==> config.mk <==
export PLATFORM = sky130hd
export DESIGN_NAME = qam16_mixer
export DESIGN_NICKNAME = d
export VERILOG_FILES = /design/src/rtl/qam16_mixer.sv
export SDC_FILE = /design/constraint.sdc
export NUM_CORES = 1
export LEC_CHECK = 0
export BUFFER_PORTS_ARGS = -buffer_cell sky130_fd_sc_hd__clkbuf_2
export CAP_MARGIN = 40
export CELL_PAD_IN_SITES_DETAIL_PLACEMENT = 0
export CELL_PAD_IN_SITES_GLOBAL_PLACEMENT = 2
export CORE_MARGIN = 8
export CORE_UTILIZATION = 30
export DETAILED_ROUTE_END_ITERATION = 16
export PLACE_DENSITY_LB_ADDON = 0.1
export SYNTH_ARGS = -nofsm -noshare
export SYNTH_HDL_FRONTEND = slang
export SYNTH_SLANG_ARGS = --single-unit
==> constraint.sdc <==
create_clock -name clk -period 4.6 [get_ports clk]
set_input_delay 0.46 -clock clk [delete_from_list [all_inputs] [get_ports clk]]
set_output_delay 0.46 -clock clk [all_outputs]
set_load 0.005 [all_outputs]
==> src/rtl/qam16_mixer.sv <==
// qam16_mixer: 16-QAM symbol mapper and carrier mixer.
// Each accepted 4-bit symbol is held for SYM_LEN carrier samples.
// The output is the passband sample I*cos - Q*sin through a 2-stage pipeline.
// Build option: define QAM_GRAY_EN for the Gray level map.
// Without it the natural binary map is used.
module qam16_mixer #(
    parameter int CARRIER_WIDTH = 16,
    parameter int SYM_LEN       = 64
) (
    input  logic                            clk,
    input  logic                            rst,
    input  logic [3:0]                      sym_data,
    input  logic                            sym_valid,
    output logic                            sym_ready,
    input  logic signed [CARRIER_WIDTH-1:0] cos_wav,
    input  logic signed [CARRIER_WIDTH-1:0] sin_wav,
    output logic signed [CARRIER_WIDTH+2:0] qam_out,
    output logic                            out_valid,
    output logic                            underflow
);
    localparam int PW = CARRIER_WIDTH + 2;
    localparam int OW = CARRIER_WIDTH + 3;

    typedef enum logic {IDLE = 1'b0, ACTIVE = 1'b1} state_t;

    state_t                          state_reg;
    logic [15:0]                     cnt_reg;
    logic                            ready_reg;
    logic                            underflow_reg;
    logic signed [2:0]               lvl_reg [2];   // [0] = I level, [1] = Q level
    logic signed [CARRIER_WIDTH-1:0] carrier [2];   // [0] = cos, [1] = sin
    logic signed [PW-1:0]            prod_next [2];
    logic signed [PW-1:0]            prod_reg [2];
    logic                            act_d1_reg;
    logic                            out_valid_reg;
    logic signed [OW-1:0]            qam_reg;
    logic [15:0]                     sym_last;
    logic                            fire;

    assign sym_last   = 16'(SYM_LEN - 1);
    assign fire       = sym_valid && ready_reg;
    assign carrier[0] = cos_wav;
    assign carrier[1] = sin_wav;

    // Map a 2-bit field onto one of the four amplitude levels.
    function automatic logic signed [2:0] map_level(input logic [1:0] f);
        logic signed [2:0] lvl;
`ifdef QAM_GRAY_EN
        case (f)
            2'b00:   lvl = 3'sb101;  // -3
            2'b01:   lvl = 3'sb111;  // -1
            2'b11:   lvl = 3'sb001;  // +1
            default: lvl = 3'sb011;  // +3
        endcase
`else
        case (f)
            2'b00:   lvl = 3'sb101;  // -3
            2'b01:   lvl = 3'sb111;  // -1
            2'b10:   lvl = 3'sb001;  // +1
            default: lvl = 3'sb011;  // +3
        endcase
`endif
        return lvl;
    endfunction

    // One multiplier lane per quadrature branch; operands sign-extended so the
    // full-width product fits exactly (|3 * -2^(W-1)| < 2^(W+1)).
    generate
        for (genvar gi = 0; gi < 2; gi++) begin : g_lane
            logic signed [PW-1:0] lvl_ext;
            logic signed [PW-1:0] car_ext;
            assign lvl_ext       = {{(PW-3){lvl_reg[gi][2]}}, lvl_reg[gi]};
            assign car_ext       = {{2{carrier[gi][CARRIER_WIDTH-1]}}, carrier[gi]};
            assign prod_next[gi] = lvl_ext * car_ext;
        end
    endgenerate

    // Symbol FSM: level registers, symbol counter, registered ready and underflow.
    always_ff @(posedge clk) begin
        if (rst) begin
            state_reg     <= IDLE;
            cnt_reg       <= '0;
            ready_reg     <= 1'b0;
            underflow_reg <= 1'b0;
            lvl_reg[0]    <= '0;
            lvl_reg[1]    <= '0;
        end else begin
            underflow_reg <= 1'b0;
            case (state_reg)
                IDLE: begin
                    ready_reg <= 1'b1;
                    if (fire) begin
                        lvl_reg[0] <= map_level(sym_data[3:2]);
                        lvl_reg[1] <= map_level(sym_data[1:0]);
                        cnt_reg    <= sym_last;
                        ready_reg  <= 1'b0;
                        state_reg  <= ACTIVE;
                    end
                end
                ACTIVE: begin
                    if (cnt_reg == 16'd0) begin
                        if (fire) begin
                            // back-to-back symbol, no gap
                            lvl_reg[0] <= map_level(sym_data[3:2]);
                            lvl_reg[1] <= map_level(sym_data[1:0]);
                            cnt_reg    <= sym_last;
                            ready_reg  <= 1'b0;
                        end else begin
                            lvl_reg[0]    <= '0;
                            lvl_reg[1]    <= '0;
                            underflow_reg <= 1'b1;
                            ready_reg     <= 1'b1;
                            state_reg     <= IDLE;
                        end
                    end else begin
                        cnt_reg   <= cnt_reg - 16'd1;
                        // ready coincides with the final sample of the symbol
                        ready_reg <= (cnt_reg == 16'd1);
                    end
                end
                default: state_reg <= IDLE;
            endcase
        end
    end

    // Two-stage mixer pipeline with the active flag delayed alongside it.
    always_ff @(posedge clk) begin
        if (rst) begin
            prod_reg[0]   <= '0;
            prod_reg[1]   <= '0;
            act_d1_reg    <= 1'b0;
            out_valid_reg <= 1'b0;
            qam_reg       <= '0;
        end else begin
            prod_reg[0]   <= prod_next[0];
            prod_reg[1]   <= prod_next[1];
            act_d1_reg    <= (state_reg == ACTIVE);
            out_valid_reg <= act_d1_reg;
            qam_reg       <= {prod_reg[0][PW-1], prod_reg[0]} - {prod_reg[1][PW-1], prod_reg[1]};
        end
    end

    assign sym_ready = ready_reg;
    assign underflow = underflow_reg;
    assign qam_out   = qam_reg;
    assign out_valid = out_valid_reg;

endmodule

# After elaboration in Yosys (flattened, before gate mapping)
# Memory sizes are Yosys's and may differ from the RTL's.
# Index checks and enable logic that the tools add are counted.
[classes]
addsub = 2
multipliers = 2
eq_ne = 5
muxes = 45
n_bitwise = 9
reduce_logical = 4
[op_table]
columns = ["cell", "n"]
rows = [
  ["$mux W3", 18],
  ["$mul A3 B16 Y18", 2],
  ["$mux W18", 2],
  ["$mux W16", 2],
  ["$pmux W16 S2", 1],
  ["$sub A18 B18 Y19", 1],
  ["$mux W1", 18],
  ["$pmux W3 S3", 2],
  ["$eq A16 B1 Y1 const B", 1],
  ["$logic_not A16 Y1", 1],
  ["$sub A16 B1 Y16 const B", 1],
  ["$or A1 B1 Y1", 8],
  ["$eq A2 B1 Y1 const B", 2],
  ["$eq A2 B2 Y1 const B", 2],
  ["$logic_not A2 Y1", 2],
  ["$pmux W1 S2", 2],
  ["$logic_and A1 B1 Y1", 1],
  ["$not A1 Y1", 1],
]
[word_totals]
register_bits = 40
mem_bits_rw = 42
input_bits = 39
output_inout_bits = 22
elab_cells = 76
memories = 2
[mem_list]
columns = ["memory", "depth", "width", "read_ports", "rd_clocked_by_memory_dff", "wr", "line", "rtl"]
rows = [
  ["prod_reg", 2, 18, 2, 0, 2, "33", "logic signed [PW-1:0] prod_reg [2];"],
  ["lvl_reg", 2, 3, 2, 0, 2, "30", "logic signed [2:0] lvl_reg [2];"],
]

# Longest topological paths before layout
[logic_depth]
depth_word = 8
ltp_mapped = 15
mapped_depth_nobuf = 13

# Least setup slack after synthesis
# No wires, ideal clock.
[synth_timing]
kind = "flip-flop to flip-flop"
from = "mem lvl_reg[0][0]"
to = "mem prod_reg[0][33] in the netlist's numbering"
setup_time_ns = 0.128
arrival_ns = 3.437
required_time_ns = 4.472
slack_ns = 1.036
stages_incl_launch_ff = 15
period_less_slack_ns = 3.564
cell_sequence = "edfxtp_1 > clkbuf_1 > clkbuf_1 > nand2_1 > fa_1 > inv_1 > fa_1 > ha_1 > fa_1 > a211oi_1 > o21ai_0 > a211oi_1 > o31ai_1 > xnor2_1 > nor2_1"
[synth_rtl]
columns = ["element", "line"]
rows = [
  ["from (decl)", "30"],
  ["to (decl)", "33"],
]

==> results.sh <==
export IMPL_end_kind="register"
export IMPL_multi_input_area_sq_um=4500
export IMPL_r2r_slack_ps=760
export IMPL_postRouteAntennaNets=0
export IMPL_antenna_found_initial=0
export IMPL_core_sq_um=21000
export IMPL_reg2regPathDepth=12
export IMPL_stdcell_count=1055
export IMPL_holdCritStartpoint="sym_data[1]"
export IMPL_ir_worst_vdd_uv=174
export IMPL_postCtsSetupRepairBufs=0
export IMPL_dieWidth_um=162
export IMPL_routed_via_count=5011
export IMPL_yosysUniqueCellTypes=59
export IMPL_critPathLaunchType="register"
export IMPL_finalSetupTns_ps=0
export IMPL_yosysWarnings=0
export IMPL_cts_buffers=9
export IMPL_wl_per_cell_um=14.8
export IMPL_grt_ovfl_total=0
export IMPL_vias_per_cell=4.75
export IMPL_cts_tree="yes"
export IMPL_synthFlopType="dfxtp_1"
export IMPL_start_util_pct=30.5
export IMPL_clkSlewWorstSetupHoldPaths_ps=60
export IMPL_synth_seq_cells=81
export IMPL_critical_path_class="reg -> reg"
export IMPL_cts_max_level=3
export IMPL_rsz0062_at_grt="no"
export IMPL_synth_top_area_share_pct=23.8
export IMPL_post_synth_top_area_cell="dfxtp_1"
export IMPL_drv_cap=0
export IMPL_synth_edf_count=5
export IMPL_placed_cells=1039
export IMPL_r2r_start="lvl_reg[0][2]"
export IMPL_synth_cells=717
export IMPL_period_share_pct=83.5
export IMPL_postLayoutCellArea_sq_um=7270
export IMPL_syn_cell_area_sq_um=6390
export IMPL_cp_arrival_ps=4030
export IMPL_track_usage_pct=12.3
export IMPL_worstHoldEndpoint="lvl_reg[0][5]"
export IMPL_outcome="finished clean"
export IMPL_dp_hpwl_mm=13.0
export IMPL_insertion_delay_ps=330
export IMPL_slew_headroom_pct=50.5
export IMPL_report_final_slew_viol_count=0
export IMPL_hold_viol=0
export IMPL_drive_above_1_share_pct=11.8
export IMPL_setup_viol=0
export IMPL_fillers=2245
export IMPL_drt_first_pass_iters=4
export IMPL_die_height_um=162
export IMPL_clockBufferDepth=2
export IMPL_crit_required_ps=4790
export IMPL_largest_register_ffs=36
export IMPL_p_leak_nw=3.37
export IMPL_gp_congestion=0.772
export IMPL_drtIter0Drc=217
export IMPL_cts_hold_buf=0
export IMPL_fin_worst_skew_ps=8.36
export IMPL_yosysSeqAreaShare_pct=26.2
export IMPL_routed_wl_mm=15.6
export IMPL_num_antenna_cells=0
export IMPL_grt_pass1_wl_mm=26.4
export IMPL_area_growth_pct=13.8
export IMPL_whs_path_depth=2
export IMPL_period_minus_slack_ps=3840
export IMPL_place_area_sq_um=7000
export IMPL_regArea_sq_um=1670
export IMPL_mappedNetlistNets=870
export IMPL_async_reset_ff_share_pct=0
export IMPL_hp_class="in -> reg"
export IMPL_syn_avg_cell_area_sq_um=8.91
export IMPL_boundaryPins=61
export IMPL_post_cts_resized=0
export IMPL_die_area_sq_um=26200
export IMPL_drc=0
export IMPL_max_freq_ghz=0.260
export IMPL_mostFrequentLayoutCell="nor2_1"
export IMPL_grt_pass1_vias=5233
export IMPL_cts_sinks=81
export IMPL_port_buffer_count=60
export IMPL_grt_max_degree=45
export IMPL_final_cell_mix="87 x nor2_1, 79 x ha_1, 76 x dfxtp_1"
export IMPL_power_density_nw_per_um2=424
export IMPL_worst_path_max_fanout=13
export IMPL_cts_root_buffer="clkbuf_16"
export IMPL_final_nets=928
export IMPL_synthTopCellsByArea="dfxtp_1 24%, ha_1 15%, fa_1 11%"
export IMPL_rows=53
export IMPL_worstMarginPinSlew_ps=741
export IMPL_reg2reg_to="prod_reg[0][15]"
==> critical path, cell delays in order, from the launching register on <==
cell and delay, ps:
edfxtp_1 450, inv_1 370, nor2_1 140, fa_1 500
ha_1 310, ha_1 230, fa_1 430, a211oi_1 330
o21ai_0 170, a31oi_1 400, o31ai_1 130, xnor2_1 170
nor2_1 60
==> stage by stage <==
step                utilization [%]  hold WS [ps]  power [mW]  setup WS, ps
global route                   34.7           399        3.37           427
CTS                            34.7           390        3.14           744
detailed placement             33.4           430        2.45           748
floorplan                         -           414        2.03          1040
finish                         34.7           404        3.09           760
global placement               33.4           422        2.46           792
==> Yosys cell counts, types with 15 or more instances <==
cell,count
nor2b_1,32
fa_1,35
xnor2_1,25
inv_1,40
a21oi_1,32
o21ai_0,25
dfxtp_1,76
ha_1,79
nand2_1,31
nor2_1,87
nor3_1,15
clkbuf_1,15
a211oi_1,16
nand3_1,15
and2_1,58
==> routing by layer <==
metal | GRT usage (%) | part of all wire [%] | routed length (um)
met1 | 16.4 | 50 | 7860
met2 | 19.9 | 45 | 7040
met3 | 2.10 | 3.4 | 524
met4 | 3.75 | 1.2 | 182
met5 | 0 | 0 | 0
==> cell families (layout without fill, tap and decap cells) <==
logic type,after synthesis,in the layout,share of synthesized area (%)
simple gates,277,277,22.5
compound gates,144,144,15.4
fa+ha+maj,114,114,26.4
flops,81,81,26.2
buf+inv,58,121,3.43
xor+xnor,37,37,5.07
mux,6,6,1.04
==> worst max-delay path by stage <==
stage | startpoint | endpoint | slack (ps) | depth (start not counted)
floorplan | lvl_reg[0][0] | prod_reg[0][33] | 1040 | 14
global placement | lvl_reg[0][5] | prod_reg[0][33] | 790 | 12
detailed placement | lvl_reg[0][5] | prod_reg[0][33] | 750 | 12
CTS | lvl_reg[0][5] | prod_reg[0][33] | 740 | 12
global route | lvl_reg[0][5] | prod_reg[0][33] | 430 | 12
finish | lvl_reg[0][2] | prod_reg[0][15] | 760 | 12
==> area by class of cell <==
class	instances	share of cell area, %
multi-input combinational	578	61.9
tap	275	4.73
inverter	41	2.12
clock inverter	2	0.155
clock buffer	14	3.63
timing repair buffer	64	4.54
sequential	81	23.0
==> report_power, final <==
group          internal, mW  total, mW  switching, mW
Sequential            0.865      0.946         0.0813
Clock                 0.395      0.667          0.271
Combinational         0.653       1.47          0.819
Note: power is estimated with default switching activity, not from simulation.
